==> src/rtl/cpu_pkg.sv <==
// cpu_pkg: shared constants for the multicycle CPU.
//   - opcode and ALU function codes
//   - FSM state enum
//   - instruction field bit positions
package cpu_pkg;

  // Opcodes, ir[15:12]. Values 0..7 are ALU ops; bits [14:12] select the function.
  localparam logic [3:0] OP_LI   = 4'h8;
  localparam logic [3:0] OP_J    = 4'h9;
  localparam logic [3:0] OP_JZ   = 4'hA;
  localparam logic [3:0] OP_JNZ  = 4'hB;
  localparam logic [3:0] OP_JAL  = 4'hC;
  localparam logic [3:0] OP_RET  = 4'hD;
  localparam logic [3:0] OP_OUT  = 4'hE;
  localparam logic [3:0] OP_HALT = 4'hF;

  // ALU function codes
  localparam logic [2:0] ALU_PASS = 3'b000;
  localparam logic [2:0] ALU_NOT  = 3'b001;
  localparam logic [2:0] ALU_ADD  = 3'b010;
  localparam logic [2:0] ALU_SUB  = 3'b011;
  localparam logic [2:0] ALU_AND  = 3'b100;
  localparam logic [2:0] ALU_OR   = 3'b101;
  localparam logic [2:0] ALU_NEGA = 3'b110;
  localparam logic [2:0] ALU_NEGB = 3'b111;

  // Instruction fields
  localparam int OP_HI   = 15;
  localparam int OP_LO   = 12;
  localparam int FN_HI   = 14;
  localparam int FN_LO   = 12;
  localparam int RA_HI   = 11;
  localparam int RA_LO   = 8;
  localparam int RB_HI   = 7;
  localparam int RB_LO   = 4;
  localparam int RD_HI   = 3;
  localparam int RD_LO   = 0;
  localparam int IMM_HI  = 11;
  localparam int IMM_LO  = 4;
  localparam int ADDR_HI = 11;

  typedef enum logic [1:0] {
    FETCH = 2'd0,
    EXEC  = 2'd1,
    OUTW  = 2'd2,
    HALT  = 2'd3
  } state_e;

endpackage

==> src/rtl/cpu_mc_if.sv <==
// cpu_mc_if: instruction fetch bus and output port of cpu_mc.
//   imem_req/imem_addr -> , imem_ack/imem_rdata <-   (fetch handshake)
//   out_valid/out_data -> , out_ready <-             (output handshake)
// master = core side, slave = memory / sink side.
interface cpu_mc_if #(
  parameter int PC_W   = 10,
  parameter int DATA_W = 8
);
  logic              imem_req;
  logic [PC_W-1:0]   imem_addr;
  logic              imem_ack;
  logic [15:0]       imem_rdata;
  logic [DATA_W-1:0] out_data;
  logic              out_valid;
  logic              out_ready;

  modport master (
    output imem_req, imem_addr, out_data, out_valid,
    input  imem_ack, imem_rdata, out_ready
  );

  modport slave (
    input  imem_req, imem_addr, out_data, out_valid,
    output imem_ack, imem_rdata, out_ready
  );
endinterface

==> src/rtl/cpu_mc_ret_stack.sv <==
// ret_stack: return-address LIFO.
//   clk, reset (async, active low)
//   push/din : store din on top (ignored when full)
//   pop      : drop top entry (ignored when empty)
//   dout     : current top entry (0 when empty)
//   full, empty : occupancy flags
module ret_stack #(
  parameter int DEPTH = 4,
  parameter int W     = 10
) (
  input  logic         clk,
  input  logic         reset,
  input  logic         push,
  input  logic         pop,
  input  logic [W-1:0] din,
  output logic [W-1:0] dout,
  output logic         full,
  output logic         empty
);
  localparam int CW = $clog2(DEPTH + 1);
  localparam int AW = (DEPTH > 1) ? $clog2(DEPTH) : 1;

  logic [CW-1:0] cnt;
  logic [W-1:0]  mem [2**AW];
  logic [AW-1:0] wr_idx, top_idx;

  assign full    = (cnt == CW'(DEPTH));
  assign empty   = (cnt == '0);
  assign wr_idx  = AW'(cnt);
  assign top_idx = AW'(cnt - CW'(1));
  assign dout    = empty ? '0 : mem[top_idx];

  always_ff @(posedge clk or negedge reset) begin
    if (!reset) begin
      cnt <= '0;
    end else if (push && !full) begin
      cnt <= cnt + CW'(1);
    end else if (pop && !empty) begin
      cnt <= cnt - CW'(1);
    end
  end

  // Storage needs no reset: entries are only read below cnt.
  always_ff @(posedge clk) begin
    if (push && !full) mem[wr_idx] <= din;
  end
endmodule

==> src/rtl/cpu_mc.sv <==
// cpu_mc: multicycle CPU top.
//   clk, reset (async, active low)
//   bus       : cpu_mc_if.master (instruction fetch + output port)
//   halted    : core sits in HALT
//   stack_err : sticky return-stack overflow/underflow
// FETCH -> EXEC -> (FETCH | OUTW | HALT); OUTW -> FETCH on out handshake.
module cpu_mc
  import cpu_pkg::*;
#(
  parameter int DATA_W      = 8,
  parameter int PC_W        = 10,
  parameter int STACK_DEPTH = 4
) (
  input  logic     clk,
  input  logic     reset,
  cpu_mc_if.master bus,
  output logic     halted,
  output logic     stack_err
);
  state_e            state, state_nxt;
  logic [PC_W-1:0]   pc, pc_nxt, pc_inc, tgt;
  logic [15:0]       ir;
  logic              z;
  logic [DATA_W-1:0] rf [16];
  logic [DATA_W-1:0] out_q;
  logic              err_q;

  // decoded fields
  logic [3:0]        op, ra, rb, rd;
  logic [2:0]        fn;
  logic [7:0]        imm8;
  logic [11:0]       addr12;
  logic [DATA_W-1:0] a, b, alu_y, imm_ext;
  logic [DATA_W+7:0] imm_wide;

  // control
  logic              ir_we, rf_we, z_we, out_we, err_set, push, pop;
  logic [DATA_W-1:0] rf_wd;
  logic [PC_W-1:0]   stk_dout;
  logic              stk_full, stk_empty;

  assign op       = ir[OP_HI:OP_LO];
  assign fn       = ir[FN_HI:FN_LO];
  assign ra       = ir[RA_HI:RA_LO];
  assign rb       = ir[RB_HI:RB_LO];
  assign rd       = ir[RD_HI:RD_LO];
  assign imm8     = ir[IMM_HI:IMM_LO];
  assign addr12   = ir[ADDR_HI:0];
  assign tgt      = addr12[PC_W-1:0];
  assign pc_inc   = pc + PC_W'(1);
  // zero-extend or truncate imm8 to DATA_W without width-dependent branches
  assign imm_wide = {{DATA_W{1'b0}}, imm8};
  assign imm_ext  = imm_wide[DATA_W-1:0];
  // r0 is never written, so it always reads 0
  assign a        = rf[ra];
  assign b        = rf[rb];

  always_comb begin
    alu_y = a;
    case (fn)
      ALU_PASS: alu_y = a;
      ALU_NOT:  alu_y = ~a;
      ALU_ADD:  alu_y = a + b;
      ALU_SUB:  alu_y = a - b;
      ALU_AND:  alu_y = a & b;
      ALU_OR:   alu_y = a | b;
      ALU_NEGA: alu_y = -a;
      ALU_NEGB: alu_y = -b;
      default:  alu_y = a;
    endcase
  end

  ret_stack #(.DEPTH(STACK_DEPTH), .W(PC_W)) u_stack (
    .clk   (clk),
    .reset (reset),
    .push  (push),
    .pop   (pop),
    .din   (pc_inc),
    .dout  (stk_dout),
    .full  (stk_full),
    .empty (stk_empty)
  );

  always_comb begin
    state_nxt = state;
    pc_nxt    = pc;
    ir_we     = 1'b0;
    rf_we     = 1'b0;
    rf_wd     = alu_y;
    z_we      = 1'b0;
    out_we    = 1'b0;
    err_set   = 1'b0;
    push      = 1'b0;
    pop       = 1'b0;
    case (state)
      FETCH: begin
        if (bus.imem_ack) begin
          ir_we     = 1'b1;
          state_nxt = EXEC;
        end
      end
      EXEC: begin
        pc_nxt    = pc_inc;
        state_nxt = FETCH;
        case (op)
          OP_LI: begin
            rf_we = (rd != 4'd0);
            rf_wd = imm_ext;
          end
          OP_J:   pc_nxt = tgt;
          OP_JZ:  if (z)  pc_nxt = tgt;
          OP_JNZ: if (!z) pc_nxt = tgt;
          OP_JAL: begin
            if (stk_full) begin
              pc_nxt    = pc;
              err_set   = 1'b1;
              state_nxt = HALT;
            end else begin
              push   = 1'b1;
              pc_nxt = tgt;
            end
          end
          OP_RET: begin
            if (stk_empty) begin
              pc_nxt    = pc;
              err_set   = 1'b1;
              state_nxt = HALT;
            end else begin
              pop    = 1'b1;
              pc_nxt = stk_dout;
            end
          end
          OP_OUT: begin
            out_we    = 1'b1;
            state_nxt = OUTW;
          end
          OP_HALT: state_nxt = HALT;
          default: begin // ALU ops, op[3] == 0
            rf_we = (rd != 4'd0);
            z_we  = 1'b1;
          end
        endcase
      end
      OUTW: begin
        if (bus.out_ready) state_nxt = FETCH;
      end
      HALT: state_nxt = HALT;
      default: state_nxt = FETCH;
    endcase
  end

  always_ff @(posedge clk or negedge reset) begin
    if (!reset) begin
      state <= FETCH;
      pc    <= '0;
      ir    <= '0;
      z     <= 1'b0;
      out_q <= '0;
      err_q <= 1'b0;
      for (int i = 0; i < 16; i++) rf[i] <= '0;
    end else begin
      state <= state_nxt;
      pc    <= pc_nxt;
      if (ir_we)   ir <= bus.imem_rdata;
      if (rf_we)   rf[rd] <= rf_wd;
      if (z_we)    z <= (alu_y == '0);
      if (out_we)  out_q <= a;
      if (err_set) err_q <= 1'b1;
    end
  end

  // Reset forces state to FETCH; gate req so it drops the moment reset asserts.
  assign bus.imem_req  = (state == FETCH) && reset;
  assign bus.imem_addr = pc;
  assign bus.out_valid = (state == OUTW);
  assign bus.out_data  = out_q;
  assign halted        = (state == HALT);
  assign stack_err     = err_q;
endmodule

==> src/flat_wrapper.sv <==
// flat-port wrapper written by rule: the top's interface ports become plain ports
module cpu_mc_flat import cpu_pkg::*;
#(
  parameter int DATA_W      = 8,
  parameter int PC_W        = 10,
  parameter int STACK_DEPTH = 4
)
  (clk, reset, halted, stack_err, bus_imem_req, bus_imem_addr, bus_out_data, bus_out_valid, bus_imem_ack, bus_imem_rdata, bus_out_ready);
  cpu_mc_if #(.PC_W(PC_W), .DATA_W(DATA_W)) bus_i ();
  input  logic clk;
  input  logic reset;
  output logic halted;
  output logic stack_err;
  output wire logic [$bits(bus_i.imem_req)-1:0] bus_imem_req;
  output wire logic [$bits(bus_i.imem_addr)-1:0] bus_imem_addr;
  output wire logic [$bits(bus_i.out_data)-1:0] bus_out_data;
  output wire logic [$bits(bus_i.out_valid)-1:0] bus_out_valid;
  input wire logic [$bits(bus_i.imem_ack)-1:0] bus_imem_ack;
  input wire logic [$bits(bus_i.imem_rdata)-1:0] bus_imem_rdata;
  input wire logic [$bits(bus_i.out_ready)-1:0] bus_out_ready;
  assign bus_imem_req = bus_i.imem_req;
  assign bus_imem_addr = bus_i.imem_addr;
  assign bus_out_data = bus_i.out_data;
  assign bus_out_valid = bus_i.out_valid;
  assign bus_i.imem_ack = bus_imem_ack;
  assign bus_i.imem_rdata = bus_imem_rdata;
  assign bus_i.out_ready = bus_out_ready;
  cpu_mc #(.DATA_W(DATA_W), .PC_W(PC_W), .STACK_DEPTH(STACK_DEPTH)) u_core (.clk(clk), .reset(reset), .bus(bus_i), .halted(halted), .stack_err(stack_err));
endmodule
==> config.mk <==
export PLATFORM = sky130hd
export DESIGN_NAME = cpu_mc_flat
export DESIGN_NICKNAME = d
export VERILOG_FILES = /design/src/rtl/cpu_pkg.sv /design/src/rtl/cpu_mc_if.sv /design/src/rtl/cpu_mc_ret_stack.sv /design/src/rtl/cpu_mc.sv /design/src/flat_wrapper.sv
export SDC_FILE = /design/constraint.sdc
export NUM_CORES = 1
export LEC_CHECK = 0
export ABC_AREA = 1
export CAP_MARGIN = 10
export CORE_MARGIN = 1
export CORE_UTILIZATION = 42
export DETAILED_ROUTE_END_ITERATION = 12
export PLACE_DENSITY = 0.58
export SYNTH_ARGS = -nofsm -noshare
export SYNTH_HDL_FRONTEND = slang
export SYNTH_SLANG_ARGS = --single-unit
==> constraint.sdc <==
create_clock -name clk -period 9.1 [get_ports clk]
set_clock_uncertainty 0.2 [all_clocks]
set_input_delay 2.73 -clock clk [delete_from_list [all_inputs] [get_ports clk]]
set_output_delay 2.73 -clock clk [all_outputs]
set_load 0.1 [all_outputs]
=== Word level (Yosys, flattened, before mapping) ===
Memory sizes are Yosys's and may differ from the RTL's.
Cells that the tools add are included.

* Register bits: 169
* Memory bits (writable): 40
* Bits of input ports: 20
* Memories: 1

{| class="wikitable"
|+ Memories
! memory !! depth !! bits a word !! read ports !! clocked after Yosys merged registers in !! write ports !! RTL line !! RTL
|-
| u_core.u_stack.mem || 4 || 10 || 1 || 0 || 1 || cpu_mc_ret_stack.sv:24 || <nowiki>logic [W-1:0] mem [2**AW];</nowiki>
|}

* $add $sub $neg: 7
* $lt $le $gt $ge: 4
* Eq/ne operators: 23
* Multiplexer cells: 45
* Bitwise operators: 6
* Reductions and logical operators: 16

{| class="wikitable"
|+ Operators by type and width
! kind !! count
|-
| bitwise mux 128 bit || 1
|-
| binary-select mux 8 bit (select 4 bit) || 2
|-
| one-hot mux 8 bit (8 select lines) || 1
|-
| 2-to-1 mux 8 bit || 7
|-
| one-hot mux 10 bit (5 select lines) || 1
|-
| 2-to-1 mux 10 bit || 4
|-
| demux 8 bit (select 4 bit) || 1
|-
| == test 4 bit, second input constant || 8
|-
| 2-to-1 mux 1 bit || 19
|-
| negator 8 bit || 2
|-
| one-hot mux 2 bit (4 select lines) || 2
|-
| == test 3 bit, second input constant || 5
|-
| greater-or-equal comparator 5 bit, second input constant || 3
|-
| inverter 4 -> 5 bit || 3
|-
| adder 10 x 1 -> 10 bit, second input constant || 1
|-
| adder 8 bit || 1
|-
| bitwise AND 8 bit || 1
|-
| zero test 8 bit || 1
|-
| 2-to-1 mux 2 bit || 4
|-
| inverter 8 bit || 1
|-
| OR 8 bit || 1
|-
| OR reduction 8 bit || 1
|-
| subtractor 8 bit || 1
|-
| OR reduction 7 bit || 1
|-
| 19 further kinds || 29
|}

=== Logic depth before layout (Yosys ltp) ===
* Word-level depth: 9
* Depth in mapped cells: 33

=== Modules after synthesis ===
From an unflattened synthesis, not the netlist that was laid out.

* Cell total of the unflattened synthesis: 1767
* Area, all modules: 12682.2 µm²

{| class="wikitable"
|+ Modules (own cells, without submodules)
! module !! times used !! cells each !! area an instance (µm²)
|-
| cpu_mc || 1 || 1567 || 10709.0
|-
| ret_stack || 1 || 200 || 1973.1
|}

=== Worst setup path after synthesis ===
OpenSTA, ideal clock, no wires.

* Path type: input to output
* Start point: input reset
* End point: output bus_imem_req
* Data arrival time: 4.912 ns
* Slack: 1.258 ns
* Stages: 1
* Buffers on the path: 0
* Cell sequence: nor3b_1

* Longest elaborated chain between the ends: 1

{| class="wikitable"
|+ RTL lines
! what !! RTL line !! RTL
|-
| start, declared || flat_wrapper.sv:11 || <nowiki>input logic reset;</nowiki>
|-
| logical AND 1 bit || cpu_mc.sv:173 || <nowiki>assign bus.imem_req = (state == FETCH) && reset;</nowiki>
|-
| end, declared || flat_wrapper.sv:14 || <nowiki>output wire logic [$bits(bus_i.imem_req)-1:0] bus_imem_req;</nowiki>
|}

Every way passes these cells.

=== Worst setup path after layout ===
Ends and elaborated chain as after synthesis.

==> summary.md <==
| Metric | Value |
|---|---|
| Dominant cells by area after synthesis | sky130_fd_sc_hd__dfrtp_1 (34%), sky130_fd_sc_hd__nand2_1 (13%), sky130_fd_sc_hd__edfxtp_1 (9.7%), sky130_fd_sc_hd__nand3_1 (6.9%), sky130_fd_sc_hd__inv_1 (6.1%) |
| Worst reg2reg path endpoint | u_core.rf[102] |
| Critical path data required time | 6170 ps |
| Antenna fix cells | 0 |
| Horizontal extent of the die | 174 um |
| Number of pins with negative max-slew slack in the final report | 0 |
| Min-delay worst type | register to register |
| Vertical extent of the die | 174 um |
| Filler cell count | 2,890 |
| Worst ir drop on vdd | 0.145 mV |
| Result of the run | completed |
| Critical hold path startpoint | u_core.rf[122] |
| Router iterations before antenna repair | 6 |
| Power per unit of standard cell area | 143 nW/um2 |
| Vias after detailed routing | 11,200 |
| Final ANT Viol Nets | 0 |
| CTS clock-pin slew for the worst setup and hold paths | 60 ps |
| Biggest area consumer among synthesized cells | sky130_fd_sc_hd__dfrtp_1 |
| First-pass GRT wire length | 59,800 um |
| Share of power burned in registers | 48.6% |
| Top cell type's share of synthesized area | 34.2% |
| Fraction of the cycle the final worst path needs | 80.5% |
| Max H-tree Level | 1 |
| Area growth from synthesis to layout | 10.8% |
| Clock Latency Late Sink | 530 ps |
| Ranking of synthesized cells by instance count | sky130_fd_sc_hd__nand2_1 (413), sky130_fd_sc_hd__inv_1 (201), sky130_fd_sc_hd__nand3_1 (170) |
| Worst slew margin relative to its limit | 18.8% |
| Drt drc | 0 |
| Register bit count reported by yosys | 209 |
| CP Launch Point | reset |
| Internal power contribution | 1.54 mW |
| Via count of the first global-routing pass | 10,500 |
| Relative contribution of the clock network to total power | 50.1% |
| Share of final-layout standard cells stronger than drive strength 1 | 7.91% |
| Internal reg-to-reg setup slack | 3470 ps |
| CP startpoint kind | input pin |
| Io pins | 42 |
| Post-route total power | 1.96 mW |
| Die footprint | 30,100 um2 |
| Cell-by-cell trace of the critical path | buf_6 > nor3b_1 > clkdlybuf4s50_1 |
| Peak Freq | 136 MHz |
| Setup repair after global routing missed its margin | no |
| Share of power burned in combinational logic | 1.3% |
| Proportion of synthesized chip area in sequential cells | 43.9% |
| Clock sinks | 209 |
| Setup Buffers After CTS | 0 |
| Top flip-flop cell by instance count after synthesis | sky130_fd_sc_hd__dfrtp_1 |
| P_sw | 0.419 mW |
| All-layer global routing usage | 25.4% |
| Routed wire per std cell | 18.5 um |
| Total of warnings raised by yosys | 0 |
| Post-Place Cell Area | 12,900 um2 |
| Critical Setup Path Class | input pin to output port |
| Initial cell density of the core | 42.8% |
| Static power due to leakage | 6.25 nW |
| Layout Nets | 1,692 |
| Setup violations, final | 0 |
| Number of maximum-capacitance constraint violations | 0 |
| Number of cell instances on the worst register-to-register path | 24 |
| Asr flop ratio synth | 80.9% |
| Pin count of the biggest net entering global routing | 97 |
| Average cell area after synthesis | 7.47 um2 |
| Endpoint kind of the worst setup timing path | output port |
| Site row count | 62 |
| Core outline area | 28,900 um2 |
| Clock root cell | sky130_fd_sc_hd__clkbuf_16 |
| Master of the slowest instance on the critical path | sky130_fd_sc_hd__clkdlybuf4s50_1 |
| Vias/cell | 5.44 |
| Buffers & Inverters on Critical Path | 2 |
| Instance count of the mapped netlist | 1,655 |
| Syn nets | 1,694 |
| Number of violations reported at the end of detailed-routing iteration 0 | 1,109 |
| Routability-driven placement congestion ratio | 0.915 |
| Unique cell type count in the Yosys netlist | 50 |
| Number of endpoints with negative hold slack in the final report | 0 |
| Critical path arrival | 4400 ps |
| Overflow left after global routing | 0 |
| Worst Path Max Fanout | 31 |
| Maximum buffer depth of the clock tree | 3 |
| TritonCTS clock tree | done |
| Final wirelength | 38,000 um |
| Post-synthesis instance area | 12,400 um2 |
| Finished layout cell area | 13,700 um2 |
| Hold-fix buffer count after cts | 0 |
| Critical Path Max Stage Delay | 1160 ps |
| CTS-repair resized insts | 0 |
| Final worst hold slack | 200 ps |
| Critical path's top delay family | buffers and inverters |
| Final-layout setup total negative slack | 0 ps |
| Clock period minus worst slack | 7330 ps |
| HPWL Detailed | 24,100 um |
| Net switching fraction of the power | 21.4% |
| # port buffers | 41 |
| Most used standard cell by instance count after synthesis | sky130_fd_sc_hd__nand2_1 |
| Hold EP | u_core.rf[122] |
| Worst hold path stage count | 0 |
| Post-synth EDFFs | 40 |
| Worst Max-Slew Pin Slew | 1210 ps |
| Fraction of the core area covered by cells at the end of the flow | 47.4% |
| Number of buffers inserted during clock tree synthesis | 25 |
| Worst R2R Start | u_core.ir[4] |
| Antenna violations before repair | 0 |
[registers in the layout (all words and copies together), names as in the netlist]
name / flops
u_core.u_stack.mem: 40
u_core.z: 1
u_core.state: 2
u_core.bus.out_data: 8
u_core.u_stack.cnt: 3
u_core.ir: 16
u_core.rf: 128
u_core.stack_err: 1
u_core.bus.imem_addr: 10
[metrics by stage]
stage          std cells  worst slack [ps]
2_1_floorplan       1655              1260
3_5_place_dp        2010              1760
6_report            2053              1770
4_1_cts             2053              1750
3_3_place_gp        2010              1730
5_1_grt             2053              1670
[cells in the final DEF (no fill, tap or decap), drive strengths merged, types with 2 or more instances in the layout]
cell           count
a2111oi            2
a211oi             6
a21oi             94
a221oi             4
a31oi              3
a32oi              3
buf               26
bufinv             2
clkbuf            33
clkdlybuf4s50     40
clkinv            10
clkinvlp           5
dfrtp            169
edfxtp            40
ha                18
inv              211
mux2               2
nand2            437
nand3            172
nand3b             2
nand4              8
nor2             117
nor3              10
o211ai            35
o21ai            190
o22ai              7
or2                5
xor2               8
[power groups by stage]
| stage | Sequential, mW | Clock [mW] | Combinational (mW) |
|---|---|---|---|
| 2_1_floorplan | 0.969 | 0 | 0.000107 |
| 3_3_place_gp | 0.969 | 0 | 0.0264 |
| 3_5_place_dp | 0.969 | 0 | 0.0262 |
| 4_1_cts | 0.951 | 0.995 | 0.0264 |
| 5_1_grt | 0.950 | 1.04 | 0.0287 |
| 6_report | 0.951 | 0.979 | 0.0250 |
[layer usage]
| metal | vias up | share of wire, % | global-route usage (%) |
|---|---|---|---|
| li1 | 5414 | - | - |
| met1 | 5253 | 45 | 35.4 |
| met2 | 416 | 45 | 41.1 |
| met3 | 88 | 6.8 | 3.62 |
| met4 | 0 | 3.1 | 7.60 |
| met5 | - | 0 | 0 |
[cell families (layout without fill, tap and decap cells)]
kind of cell | after synthesis | count (layout) | synth area share [%]
xor gates and xnor gates | 8 | 8 | 0.567
adders and majority gates | 19 | 19 | 1.98
muxes | 2 | 2 | 0.182
buffers and inverters | 313 | 327 | 11.1
AOI/OAI and AO/OA | 351 | 351 | 16.3
and+or+nand+nor | 753 | 753 | 25.9
DFF | 209 | 209 | 43.9
[how the worst max path moves through the flow]
stage	end	cells past startpoint
final	bus_imem_req	3
after CTS	bus_imem_req	3
after global routing	bus_imem_req	3
after global placement	bus_imem_req	3
after floorplan	bus_imem_req	1
after detailed placement	bus_imem_req	3
[cell type report]
type	instances	area (um2)	area share, %
multi-input combinational	1133	5560	40.6
sequential	209	5430	39.7
inverter	218	821	6.00
clock buffer	33	676	4.94
timing repair buffer	66	599	4.38
tap	384	480	3.51
clock inverter	10	115	0.841
No activity file was read; power rests on OpenSTA's default activity.
